==> config.mk <==
export PLATFORM = sky130hd
export DESIGN_NAME = func_sweep_ctrl
export DESIGN_NICKNAME = d
export VERILOG_FILES = /design/src/rtl/func_sweep_ctrl.sv
export SDC_FILE = /design/constraint.sdc
export NUM_CORES = 1
export LEC_CHECK = 0
export BUFFER_PORTS_ARGS = -buffer_cell sky130_fd_sc_hd__buf_2
export CORE_UTILIZATION = 40
export CTS_CLUSTER_SIZE = 25
export DETAILED_ROUTE_END_ITERATION = 8
export PLACE_DENSITY = 0.57
export SYNTH_ARGS = -nofsm -noshare
export SYNTH_HDL_FRONTEND = slang
export SYNTH_SLANG_ARGS = --single-unit
==> constraint.sdc <==
create_clock -name clock -period 4.1 [get_ports clock]
set_clock_uncertainty 0.1 [all_clocks]
set_input_delay 0.615 -clock clock [delete_from_list [all_inputs] [get_ports clock]]
set_output_delay 0.615 -clock clock [all_outputs]
set_load 0.01 [all_outputs]
==> src/rtl/func_sweep_ctrl.sv <==
// Purpose: sweeps a 4-input combinational unit through all 16 vectors and checks its truth table.
// Latency: SETTLE+1 cycles per vector; done pulses 16*(SETTLE+1)+1 cycles after start is sampled.
// Backpressure: none; start is taken only in IDLE, abort cancels a running sweep immediately.
module func_sweep_ctrl #(
  parameter int          SETTLE   = 2,
  parameter logic [15:0] EXPECTED = 16'hFCE8
) (
  input  logic        clock,
  input  logic        reset_n,
  input  logic        start,
  input  logic        abort,
  input  logic        f_in,
  output logic        a,
  output logic        b,
  output logic        c,
  output logic        d,
  output logic        busy,
  output logic        done,
  output logic        pass,
  output logic [15:0] truth_table,
  output logic [4:0]  mismatch_count,
  output logic [3:0]  first_mismatch,
  output logic        mismatch_valid
);

  typedef enum logic [1:0] {
    ST_IDLE,
    ST_SETTLE,
    ST_SAMPLE,
    ST_DONE
  } state_t;

  // Terminal value of the settle counter; SETTLE is limited to 1..255 so this fits 8 bits.
  localparam logic [7:0] SETTLE_LAST = 8'(SETTLE - 1);

  state_t      state_q;
  state_t      state_d;
  logic [3:0]  idx;
  logic [7:0]  cnt;
  logic        accept;

  // Stimulus comes straight from the vector index register.
  assign {a, b, c, d} = idx;
  // A start request counts only when abort is not also asserted.
  assign accept = start && !abort;

  // State register.
  always_ff @(posedge clock) begin
    if (!reset_n) begin
      state_q <= ST_IDLE;
    end else begin
      state_q <= state_d;
    end
  end

  // Next-state decode plus the state-derived busy/done flags.
  always_comb begin
    state_d = state_q;
    busy    = 1'b0;
    done    = 1'b0;
    case (state_q)
      ST_IDLE: begin
        if (accept) begin
          state_d = ST_SETTLE;
        end
      end
      ST_SETTLE: begin
        busy = 1'b1;
        if (abort) begin
          state_d = ST_IDLE;
        end else if (cnt == SETTLE_LAST) begin
          state_d = ST_SAMPLE;
        end
      end
      ST_SAMPLE: begin
        busy = 1'b1;
        if (abort) begin
          state_d = ST_IDLE;
        end else if (idx == 4'd15) begin
          state_d = ST_DONE;
        end else begin
          state_d = ST_SETTLE;
        end
      end
      ST_DONE: begin
        done    = 1'b1;
        state_d = ST_IDLE;
      end
      default: begin
        state_d = ST_IDLE;
      end
    endcase
  end

  // Index, settle counter and result registers; abort keeps partial results for debug.
  always_ff @(posedge clock) begin
    if (!reset_n) begin
      idx            <= 4'd0;
      cnt            <= 8'd0;
      pass           <= 1'b0;
      truth_table    <= 16'd0;
      mismatch_count <= 5'd0;
      first_mismatch <= 4'd0;
      mismatch_valid <= 1'b0;
    end else begin
      case (state_q)
        ST_IDLE: begin
          if (accept) begin
            idx            <= 4'd0;
            cnt            <= 8'd0;
            pass           <= 1'b0;
            truth_table    <= 16'd0;
            mismatch_count <= 5'd0;
            first_mismatch <= 4'd0;
            mismatch_valid <= 1'b0;
          end
        end
        ST_SETTLE: begin
          if (abort) begin
            idx <= 4'd0;
            cnt <= 8'd0;
          end else begin
            cnt <= cnt + 8'd1;
          end
        end
        ST_SAMPLE: begin
          cnt <= 8'd0;
          if (abort) begin
            idx <= 4'd0;
          end else begin
            truth_table[idx] <= f_in;
            if (f_in != EXPECTED[idx]) begin
              mismatch_count <= mismatch_count + 5'd1;
              if (!mismatch_valid) begin
                first_mismatch <= idx;
                mismatch_valid <= 1'b1;
              end
            end
            // idx stays at 15 into DONE so the last vector remains on the pins.
            if (idx != 4'd15) begin
              idx <= idx + 4'd1;
            end
          end
        end
        ST_DONE: begin
          pass <= (mismatch_count == 5'd0);
          idx  <= 4'd0;
        end
        default: begin
          idx <= 4'd0;
        end
      endcase
    end
  end

endmodule
==> flow_summary_export.csv, run 1 <==
group,metric,value,unit
floorplan,die_w,76.8,µm
power,switchingPower,0.220,mW
power,p_clk_share,31.9,%
synthesis,synth_nets,277,
setup_path,path_class,"reg -> reg",
routing,num_vias,1919,
power,p_leak,0.974,nW
setup_path,worstPathArrival,3.12,ns
synthesis,synthFlopType,"dfxtp_1",
global_route,grtUsageMet1,24.7,%
setup_path,worst-path-max-fanout,23,
cts,root_buffer,"clkbuf_8",
cts,cts.repair.resized,0,
setup_path,critPathRequiredTime,4.22,ns
setup_path,crit_path_end_kind,"flop",
routing,wire_per_inst,14.1,µm
synthesis,synth_area_per_cell,8.60,µm²
power,seq_power_share,53.0,%
floorplan,initial_core_util,42.7,%
cts,tritoncts,"yes",
setup_path,r2r-end,"truth_table[4]$_SDFFE_PN0P_",
synthesis,ys_seq_area_share,37.6,%
sta,holdWs,0.374,ns
run_status,outcome,"finished clean",
synthesis,yosys_warnings,0,
routing,vias_per_cell,5.36,
synthesis,synth_edf_count,0,
floorplan,die_y,76.8,µm
setup_path,r2r-start,"state_q[0]$_SDFFE_PN0P_",
setup_path,critPathLaunch,"state_q[0]$_SDFFE_PN0P_",
cells_and_area,area_delta_synth_final,12.0,%
cts,cts_inserted_buffers,5,
run,cap_viol_max_count,0,
synthesis,yosys.area.top_type,"dfxtp_1",
cts,cts_setup_buffers,0,
routing,drc_errors,0,
global_route,grt_use_met2,28.9,%
global_route,grt_pass1_wl,8.74,mm
sta,slew_violations,0,
cts,h-tree-depth,2,
cells_and_area,final_util,47.8,%
synthesis,synth_most_common_cell,"dfxtp_1",
placement,io_buffer_count,37,
synthesis,synth_seq_cells,42,
cells_and_area,fill_cells,529,
global_route,top_usage_layer,"met2",
synthesis,syn_area,2240,µm²
power,power_per_cell_area,315,nW/µm²
sta,fin_crit,3.00,ns
power,intPower,0.570,mW
global_route,grt.met3_usage,5.36,%
power,p_comb_share,15.1,%
synthesis,synth_cells,260,
synthesis,synth.area.top_cells,"dfxtp_1 38%, ha_1 6.7%, a21oi_1 5.4%",
cts,clkSlewWorstSetupHoldPaths,0.08,ns
sta,finalSetupViolations,0,
sta,setup_tns,0,ns
cts,cts_hold_buf,0,
sta,min_period_over_period,73.2,%
power,switching_share,27.9,%
sta,worstMarginPinSlew,1.01,ns
sta,max_freq,333,MHz
cts,clock_sinks,42,
cells_and_area,finalNetCount,305,
synthesis,ys_types,47,
global_route,grt_pass1_vias,1794,
routing,ant_nets,0,
routing,first_pass_iters,6,
routing,postRouteWirelength,5.07,mm
floorplan,core_area,5240,µm²
sta,finalHoldViolations,0,
placement,place.gp.congestion,0.799,
synthesis,synth.cells.most_frequent,"42 x dfxtp_1, 24 x a21oi_1, 24 x nor2_1",
global_route,grt_antenna_before_repair,0,
cells_and_area,register_area,841,µm²
global_route,track_usage,18.6,%
synthesis,synth_top_area_share,37.6,%
cts,clock_latency,0.29,ns
sta,slew_headroom,32.4,%
sta,rsz0062_at_grt,"false",
power,vdd_drop_max,218,µV
hold_path,hp-class,"reg -> reg",
global_route,grt_max_degree,29,
hold_path,min-delay-start,"truth_table[1]$_SDFFE_PN0P_",
floorplan,num_io_pins,38,
routing,drtIter0Drc,113,
setup_path,r2r_setup_slack,1.10,ns
hold_path,holdPathEnd,"truth_table[1]$_SDFFE_PN0P_",
power,finalPower,0.790,mW
hold_path,whs_path_depth,2,
placement,place_hpwl,3.47,mm
global_route,grt_overflow,0,
cells_and_area,drive_gt1_share,19.4,%
floorplan,num_rows,26,
synthesis,async_flop_share,0,%
cells_and_area,insertedDiodeCount,0,
setup_path,cp-start-kind,"flop",
floorplan,die_area,5900,µm²
cells_and_area,multiInputGateArea,1270,µm²
setup_path,ff2ff_path_depth,6,
cts,clock_path_buffers,2,
==> final cells by class <==
type	instances	area share (%)
flip-flops and latches	42	33.6
multi-input cells	192	50.9
repair buffers	37	7.39
well taps	70	3.50
clock buffers	5	2.75
clock inverters	2	0.400
inverters	10	1.50
==> metal layers <==
| layer | wire length, µm | vias to the layer above |
|---|---|---|
| met3 | 194 | 2 |
| met5 | 0 | - |
| met2 | 2340 | 43 |
| met1 | 2500 | 894 |
| met4 | 36 | 0 |
| li1 | - | 980 |
==> worst max path at each step <==
stage                                          end  slack [ns]  cells after the start
CTS                   truth_table[13]$_SDFFE_PN0P_        1.10                      6
floorplan           mismatch_count[0]$_SDFFE_PN0P_        2.23                      6
detailed placement    truth_table[13]$_SDFFE_PN0P_        1.10                      6
finish                 truth_table[4]$_SDFFE_PN0P_        1.10                      6
global route          truth_table[13]$_SDFFE_PN0P_        0.77                      6
global placement       truth_table[4]$_SDFFE_PN0P_        1.16                      6
==> worst max-delay path: stages (launching register included) <==
cell,delay (ns)
dfxtp_1,0.34
inv_1,0.10
ha_1,0.71
nand2b_1,0.43
nor3b_2,0.91
nand3_1,0.16
a21oi_1,0.17
==> cells by family (layout without fill, tap and decap cells) <==
| kind of cell | after synthesis | after routing | synth area share [%] |
|---|---|---|---|
| mux | 4 | 4 | 2.07 |
| buf+inv | 26 | 54 | 5.42 |
| compound gates | 84 | 84 | 25.3 |
| fa+ha+maj | 12 | 12 | 6.71 |
| flops | 42 | 42 | 37.6 |
| xor+xnor | 7 | 7 | 2.74 |
| simple gates | 85 | 85 | 20.1 |
==> cell usage in the layout, fill, tap and decap left out, types with 2 or more instances in the layout <==
cell type,n
buf_2,37
a21oi_1,24
o221a_2,2
nand2_1,8
xnor2_1,4
nor3b_2,2
dfxtp_1,42
nand2b_1,4
a2111oi_4,2
nor4b_1,2
nor3_1,5
a22oi_1,5
and3_1,2
o21ai_1,2
nand4b_1,2
nand3_1,20
clkbuf_8,5
a211oi_1,2
a31oi_1,2
and2_1,4
o21ai_0,23
clkinv_2,2
a21boi_0,15
nor2_1,24
nor2b_1,5
inv_1,9
xor2_1,3
ha_1,12
mux2i_1,2
==> registers in the layout (all words and copies together) (netlist names), named ones only <==
signal and flops:
truth_table 16, cnt 8, mismatch_count 5, first_mismatch 4, idx 4, state_q 2
mismatch_valid 1, pass 1
==> power groups by stage <==
stage	clock network, mW	logic (mW)	registers (mW)
after floorplan	0	0.0954	0.428
after global placement	0	0.120	0.428
after detailed placement	0	0.119	0.429
after CTS	0.264	0.120	0.419
after global routing	0.283	0.132	0.420
final	0.252	0.119	0.419
==> stage by stage <==
stage	instance area, µm²	worst slack [ns]	cells
after floorplan	2240	2.23	260
after global placement	2430	1.16	351
after detailed placement	2430	1.10	351
after CTS	2500	1.10	358
after global routing	2500	0.769	358
final	2500	1.10	358
(Power assumes the default switching activity.)
==> run 2, diff against run 1 <==
Settings changed: ABC_AREA from default to 1.
Clock period 4.1 ns to 2.91 ns, I/O delays scaled along.
==> flow_summary_export.csv, run 2 <==
group,metric,value,unit
synthesis,synth-compound-area-share,15.3,%
floorplan,initial_core_util,42.2,%
cells_and_area,insertedDiodeCount,0,
synthesis,synth_most_common_cell,"nand2_1",
routing,drc_errors,0,
setup_path,path_buf_inv,3,
synthesis,yosys.area_share.simple,29.5,%
setup_path,critPathTopFamily,"buffers and inverters",
setup_path,path_cells,"inv_1, ha_1, inv_2, o21ai_4, nor2_4, inv_1, nand2_1, a21oi_1",
cts,clock_latency,0.29,ns
floorplan,num_io_pins,38,
global_route,track_usage,17.8,%
setup_path,r2r-start,"state_q[0]$_SDFFE_PN0P_",
cts,tritoncts,"yes",
synthesis,synth_top_family_by_area,"simple AND/OR/NAND/NOR gates",
synthesis,ys_types,27,
power,p_leak,1.14,nW
synthesis,synth_seq_cells,42,
cts,cts_inserted_buffers,5,
synthesis,async_flop_share,0,%
global_route,grt_pass1_vias,1758,
synthesis,yosys_warnings,0,
floorplan,die_w,75.8,µm
cts,clock_sinks,42,
placement,io_buffer_count,37,
floorplan,die_y,75.8,µm
routing,wire_per_inst,11.6,µm
placement,dp_cells,412,
cts,cts.repair.resized,0,
setup_path,ff2ff_path_depth,8,
floorplan,num_rows,26,
placement,pre_cts_ws,0.767,ns
global_route,grt_pass1_wl,7.89,mm
setup_path,worst-path-max-fanout,18,
setup_path,path_class,"reg -> reg",
sta,rsz0062_at_grt,"false",
cts,clock_path_buffers,2,
global_route,grt_overflow,0,
sta,slew_violations,0,
global_route,grt_max_degree,27,
cts,cts_setup_buffers,0,
routing,ant_nets,0,
sta,worst_slack,0.725,ns
placement,place.gp.congestion,0.802,
sta,slew_headroom,51.1,%
cells_and_area,fin_area,2500,µm²
sta,max_freq,458,MHz
power,power_per_cell_area,538,nW/µm²
power,finalPower,1.35,mW
setup_path,crit_path_max_incr_delay,0.50,ns
synthesis,yosys.area.top_type,"dfxtp_1",
synthesis,synth_edf_count,0,
cells_and_area,final_cells,420,
setup_path,worstPathArrival,2.29,ns
setup_path,critPathRequiredTime,3.01,ns
cells_and_area,area_delta_synth_final,14.7,%
synthesis,synth_area_per_cell,6.99,µm²
synthesis,synthMuxAreaShare,0,%
setup_path,critPathLaunch,"state_q[0]$_SDFFE_PN0P_",
cells_and_area,final_common_cell,"nand2_1",
floorplan,core_area,5170,µm²
routing,num_vias,2054,
cells_and_area,top_regs,"truth_table: 16 flops, cnt: 8 flops, mismatch_count: 5 flops",
floorplan,die_area,5750,µm²
routing,first_pass_iters,4,
cts,clkSlewWorstSetupHoldPaths,0.08,ns
cells_and_area,regMostFlops,"truth_table",
sta,worstMarginPinSlew,0.728,ns
cells_and_area,drive_gt1_share,16.6,%
synthesis,synth_cells,312,
setup_path,slowest_stage,"ha_1",
hold_path,hp-class,"reg -> reg",
cts,cts_hold_buf,0,
sta,setup_tns,0,ns
setup_path,cp_common_cell,"inv_1",
setup_path,crit_path_end_kind,"flop",
synthesis,synth-adder-area-share,6.88,%
synthesis,synth.area.top_cells,"dfxtp_1 39%, nand2_1 13%, a21oi_1 7.6%",
cells_and_area,finalNetCount,366,
synthesis,synth.cells.most_frequent,"78 x nand2_1, 42 x dfxtp_1, 34 x inv_1",
sta,finalSetupViolations,0,
cts,h-tree-depth,2,
global_route,grt_antenna_before_repair,0,
sta,fin_crit,2.19,ns
synthesis,synth_nets,329,
setup_path,r2r-end,"first_mismatch[2]$_SDFFE_PN0P_",
cells_and_area,final_cell_mix,"78 x nand2_1, 42 x dfxtp_1, 37 x buf_2",
synthesis,synth_top_area_share,38.6,%
power,vdd_drop_max,285,µV
setup_path,critical_path.endpoint,"first_mismatch[2]$_SDFFE_PN0P_",
placement,placed_area,2410,µm²
run_status,outcome,"finished clean",
routing,vias_per_cell,4.89,
routing,postRouteWirelength,4.86,mm
synthesis,ys_seq_area_share,38.6,%
setup_path,r2r_setup_slack,0.72,ns
synthesis,synthXorXnorAreaFrac,1.20,%
sta,min_period_over_period,75.1,%
synthesis,syn_area,2180,µm²
placement,place_hpwl,3.53,mm
synthesis,synthFlopType,"dfxtp_1",
cells_and_area,largest_register_ff_count,16,
routing,drtIter0Drc,86,
cts,root_buffer,"clkbuf_8",
cells_and_area,final_util,48.4,%
setup_path,cp-start-kind,"flop",
run,cap_viol_max_count,0,
sta,finalHoldViolations,0,
setup_path,path_depth,8,
sta,holdWs,0.361,ns
-- run 2: cell count changes after synthesis, sizes merged, moves of 5 or more --
cell	previous run	this run
a21boi	15	0
a21oi	25	33
a22oi	5	0
and2	5	0
clkbuf	9	4
inv	10	37
nand2	8	82
nor2	25	36
nor2b	5	0
-- run 2: area by class of cell --
class                   count  area [µm²]
inverters                  38         145
flip-flops and latches     42         841
fillers                   529        2670
multi-input cells         225        1150
well taps                  70        87.6
clock buffers               7        86.3
clock inverters             1        5.00
repair buffers             37         185
-- run 2: where the power goes --
part | switching [mW] | internal [mW]
Clock | 0.198 | 0.192
Sequential | 0.0251 | 0.596
Combinational | 0.235 | 0.0995
-- run 2: kinds of logic after synthesis --
family	after synthesis
compound gates	62
xor+xnor	3
fa+ha+maj	12
buf+inv	45
flops	42
simple gates	148
-- run 2: worst min path at each step --
| stage | cells after the start | from | endpoint | slack, ns |
|---|---|---|---|---|
| floorplan | 2 | cnt[6]$_SDFFE_PN0P_ | cnt[6]$_SDFFE_PN0P_ | 0.37 |
| global placement | 2 | truth_table[14]$_SDFFE_PN0P_ | truth_table[14]$_SDFFE_PN0P_ | 0.35 |
| detailed placement | 2 | truth_table[9]$_SDFFE_PN0P_ | truth_table[9]$_SDFFE_PN0P_ | 0.35 |
| CTS | 3 | reset_n | state_q[0]$_SDFFE_PN0P_ | 0.36 |
| global route | 3 | reset_n | state_q[0]$_SDFFE_PN0P_ | 0.37 |
| finish | 2 | truth_table[12]$_SDFFE_PN0P_ | truth_table[12]$_SDFFE_PN0P_ | 0.36 |
-- run 2: layer usage --
| layer | wire [µm] | share of wire (%) | track usage, % | vias up |
|---|---|---|---|---|
| met5 | 0 | 0 | 0 | - |
| met4 | 61 | 1.3 | 6.17 | 0 |
| met3 | 189 | 3.9 | 3.57 | 7 |
| met2 | 2100 | 43 | 27.3 | 43 |
| met1 | 2520 | 52 | 24.8 | 933 |
| li1 | - | - | - | 1071 |
-- run 2: worst register-to-register path, cell delays in order, from the launching register on --
cell and delay, ns:
dfxtp_1 0.34, inv_1 0.11, ha_1 0.50, inv_2 0.28
o21ai_4 0.37, nor2_4 0.08, inv_1 0.12, nand2_1 0.06
a21oi_1 0.14
==> run 3, diff against run 2 <==
Clock period 2.91 ns to 2.29 ns, I/O delays scaled along.
==> flow_summary_export.csv, run 3 (synthesized netlist as in run 2, its figures left out) <==
group,metric,value,unit
run_status,outcome,"finished clean",
routing,ant_nets,0,
cells_and_area,final_common_cell,"nand2_1",
run,cap_viol_max_count,0,
routing,wl_met1,2.52,mm
setup_path,path_cells,"inv_1, ha_1, nand2_4, o21ai_2, nand2_4, inv_4, o21ai_4, nor2_4, inv_1, nand2_1, a21oi_1",
sta,worst_slack,0.320,ns
hold_path,min-delay-start,"reset_n",
cells_and_area,finalNetCount,370,
global_route,grt_overflow,0,
setup_path,ff2ff_path_depth,11,
hold_path,hp-class,"in -> reg",
sta,finalSetupViolations,0,
cells_and_area,drive_gt1_share,17.8,%
placement,io_buffer_count,37,
placement,place_hpwl,3.56,mm
setup_path,path_class,"reg -> reg",
sta,worstMarginPinSlew,0.332,ns
setup_path,critPathRequiredTime,2.37,ns
setup_path,crit_path_max_incr_delay,0.37,ns
setup_path,r2r_setup_slack,0.32,ns
global_route,grt_max_degree,26,
sta,min_period_over_period,86.0,%
cts,tritoncts,"yes",
routing,wire_per_inst,11.4,µm
global_route,track_usage,18.2,%
setup_path,crit_path_end_kind,"flop",
power,vdd_drop_max,357,µV
setup_path,worst-path-max-fanout,12,
floorplan,die_area,5750,µm²
setup_path,r2r-end,"first_mismatch[1]$_SDFFE_PN0P_",
floorplan,die_w,75.8,µm
power,p_leak,1.18,nW
cells_and_area,largest_register_ff_count,16,
cells_and_area,fin_area,2580,µm²
global_route,grt_pass1_wl,7.98,mm
routing,wl_met3,165,µm
cts,cts_setup_buffers,0,
routing,top_layer,"met4",
cts,h-tree-depth,2,
cts,root_buffer,"clkbuf_8",
sta,max_freq,508,MHz
cells_and_area,final_cell_mix,"78 x nand2_1, 42 x dfxtp_1, 37 x buf_2",
floorplan,die_y,75.8,µm
routing,postRouteWirelength,4.83,mm
sta,finalHoldViolations,0,
cts,cts.repair.resized,0,
placement,place.gp.congestion,0.772,
sta,rsz0062_at_grt,"false",
power,power_per_cell_area,754,nW/µm²
floorplan,initial_core_util,42.2,%
cts,clock_sinks,42,
routing,num_vias,1992,
cells_and_area,top_regs,"truth_table: 16 flops, cnt: 8 flops, mismatch_count: 5 flops",
sta,slew_headroom,77.6,%
sta,fin_crit,1.97,ns
sta,holdWs,0.270,ns
routing,met2_length,2.11,mm
global_route,grt_pass1_vias,1822,
hold_path,holdPathEnd,"pass$_SDFFE_PN0P_",
routing,vias_per_cell,4.70,
setup_path,r2r-start,"state_q[0]$_SDFFE_PN0P_",
cells_and_area,regMostFlops,"truth_table",
sta,slew_violations,0,
setup_path,slowest_stage,"ha_1",
floorplan,core_area,5170,µm²
floorplan,num_rows,26,
cts,cts_inserted_buffers,5,
cells_and_area,final_cells,424,
cts,cts_hold_buf,0,
sta,setup_tns,0,ns
cts,clock_path_buffers,2,
cells_and_area,area_delta_synth_final,18.5,%
routing,drc_errors,0,
setup_path,cp-start-kind,"flop",
routing,drtIter0Drc,94,
cts,clkSlewWorstSetupHoldPaths,0.08,ns
placement,dp_cells,416,
cts,clock_latency,0.30,ns
placement,placed_area,2440,µm²
hold_path,whs_path_depth,3,
setup_path,worstPathArrival,2.05,ns
routing,first_pass_iters,4,
power,finalPower,1.95,mW
floorplan,num_io_pins,38,
placement,pre_cts_ws,0.347,ns
cells_and_area,final_util,50.0,%
cells_and_area,fill_cells,527,
cells_and_area,insertedDiodeCount,0,
global_route,grt_antenna_before_repair,0,
-- run 3: routing by layer --
metal / vias up / track usage, %
met4: 0 / 4.32
li1: 1084 / -
met1: 869 / 24.4
met5: - / 0
met3: 4 / 4.50
met2: 35 / 29.4
-- run 3: worst max-delay path by stage --
stage | start | to | slack [ns]
6_report | state_q[0]$_SDFFE_PN0P_ | first_mismatch[1]$_SDFFE_PN0P_ | 0.32
4_1_cts | state_q[0]$_SDFFE_PN0P_ | first_mismatch[1]$_SDFFE_PN0P_ | 0.32
3_3_place_gp | state_q[0]$_SDFFE_PN0P_ | first_mismatch[2]$_SDFFE_PN0P_ | 0.38
5_1_grt | state_q[0]$_SDFFE_PN0P_ | first_mismatch[1]$_SDFFE_PN0P_ | 0.12
3_5_place_dp | state_q[0]$_SDFFE_PN0P_ | first_mismatch[2]$_SDFFE_PN0P_ | 0.35
2_1_floorplan | state_q[0]$_SDFFE_PN0P_ | truth_table[10]$_SDFFE_PN0P_ | 0.55
-- run 3: final cells by class --
cell class	count	area [µm²]	share of cell area, %
clock buffers	6	82.6	3.20
multi-input cells	225	1150	44.6
inverters	38	145	5.62
clock inverters	2	60.1	2.32
well taps	70	87.6	3.39
flip-flops and latches	42	841	32.5
repair buffers	41	215	8.33
-- run 3: critical path, delay by kind of cell (launching register included) --
family	cells	cell delay, ns
AO/OA/AOI/OAI	3	0.27
adder cells (fa/ha/maj)	1	0.37
buffers and inverters	3	0.33
flip-flops	1	0.33
AND/OR/NAND/NOR	4	0.45
-- run 3: where the power goes --
part	total, mW	internal (mW)	leakage, nW	switching, mW
Clock	0.727	0.465	0.0714	0.262
Combinational	0.430	0.133	0.768	0.298
Sequential	0.790	0.758	0.339	0.0325
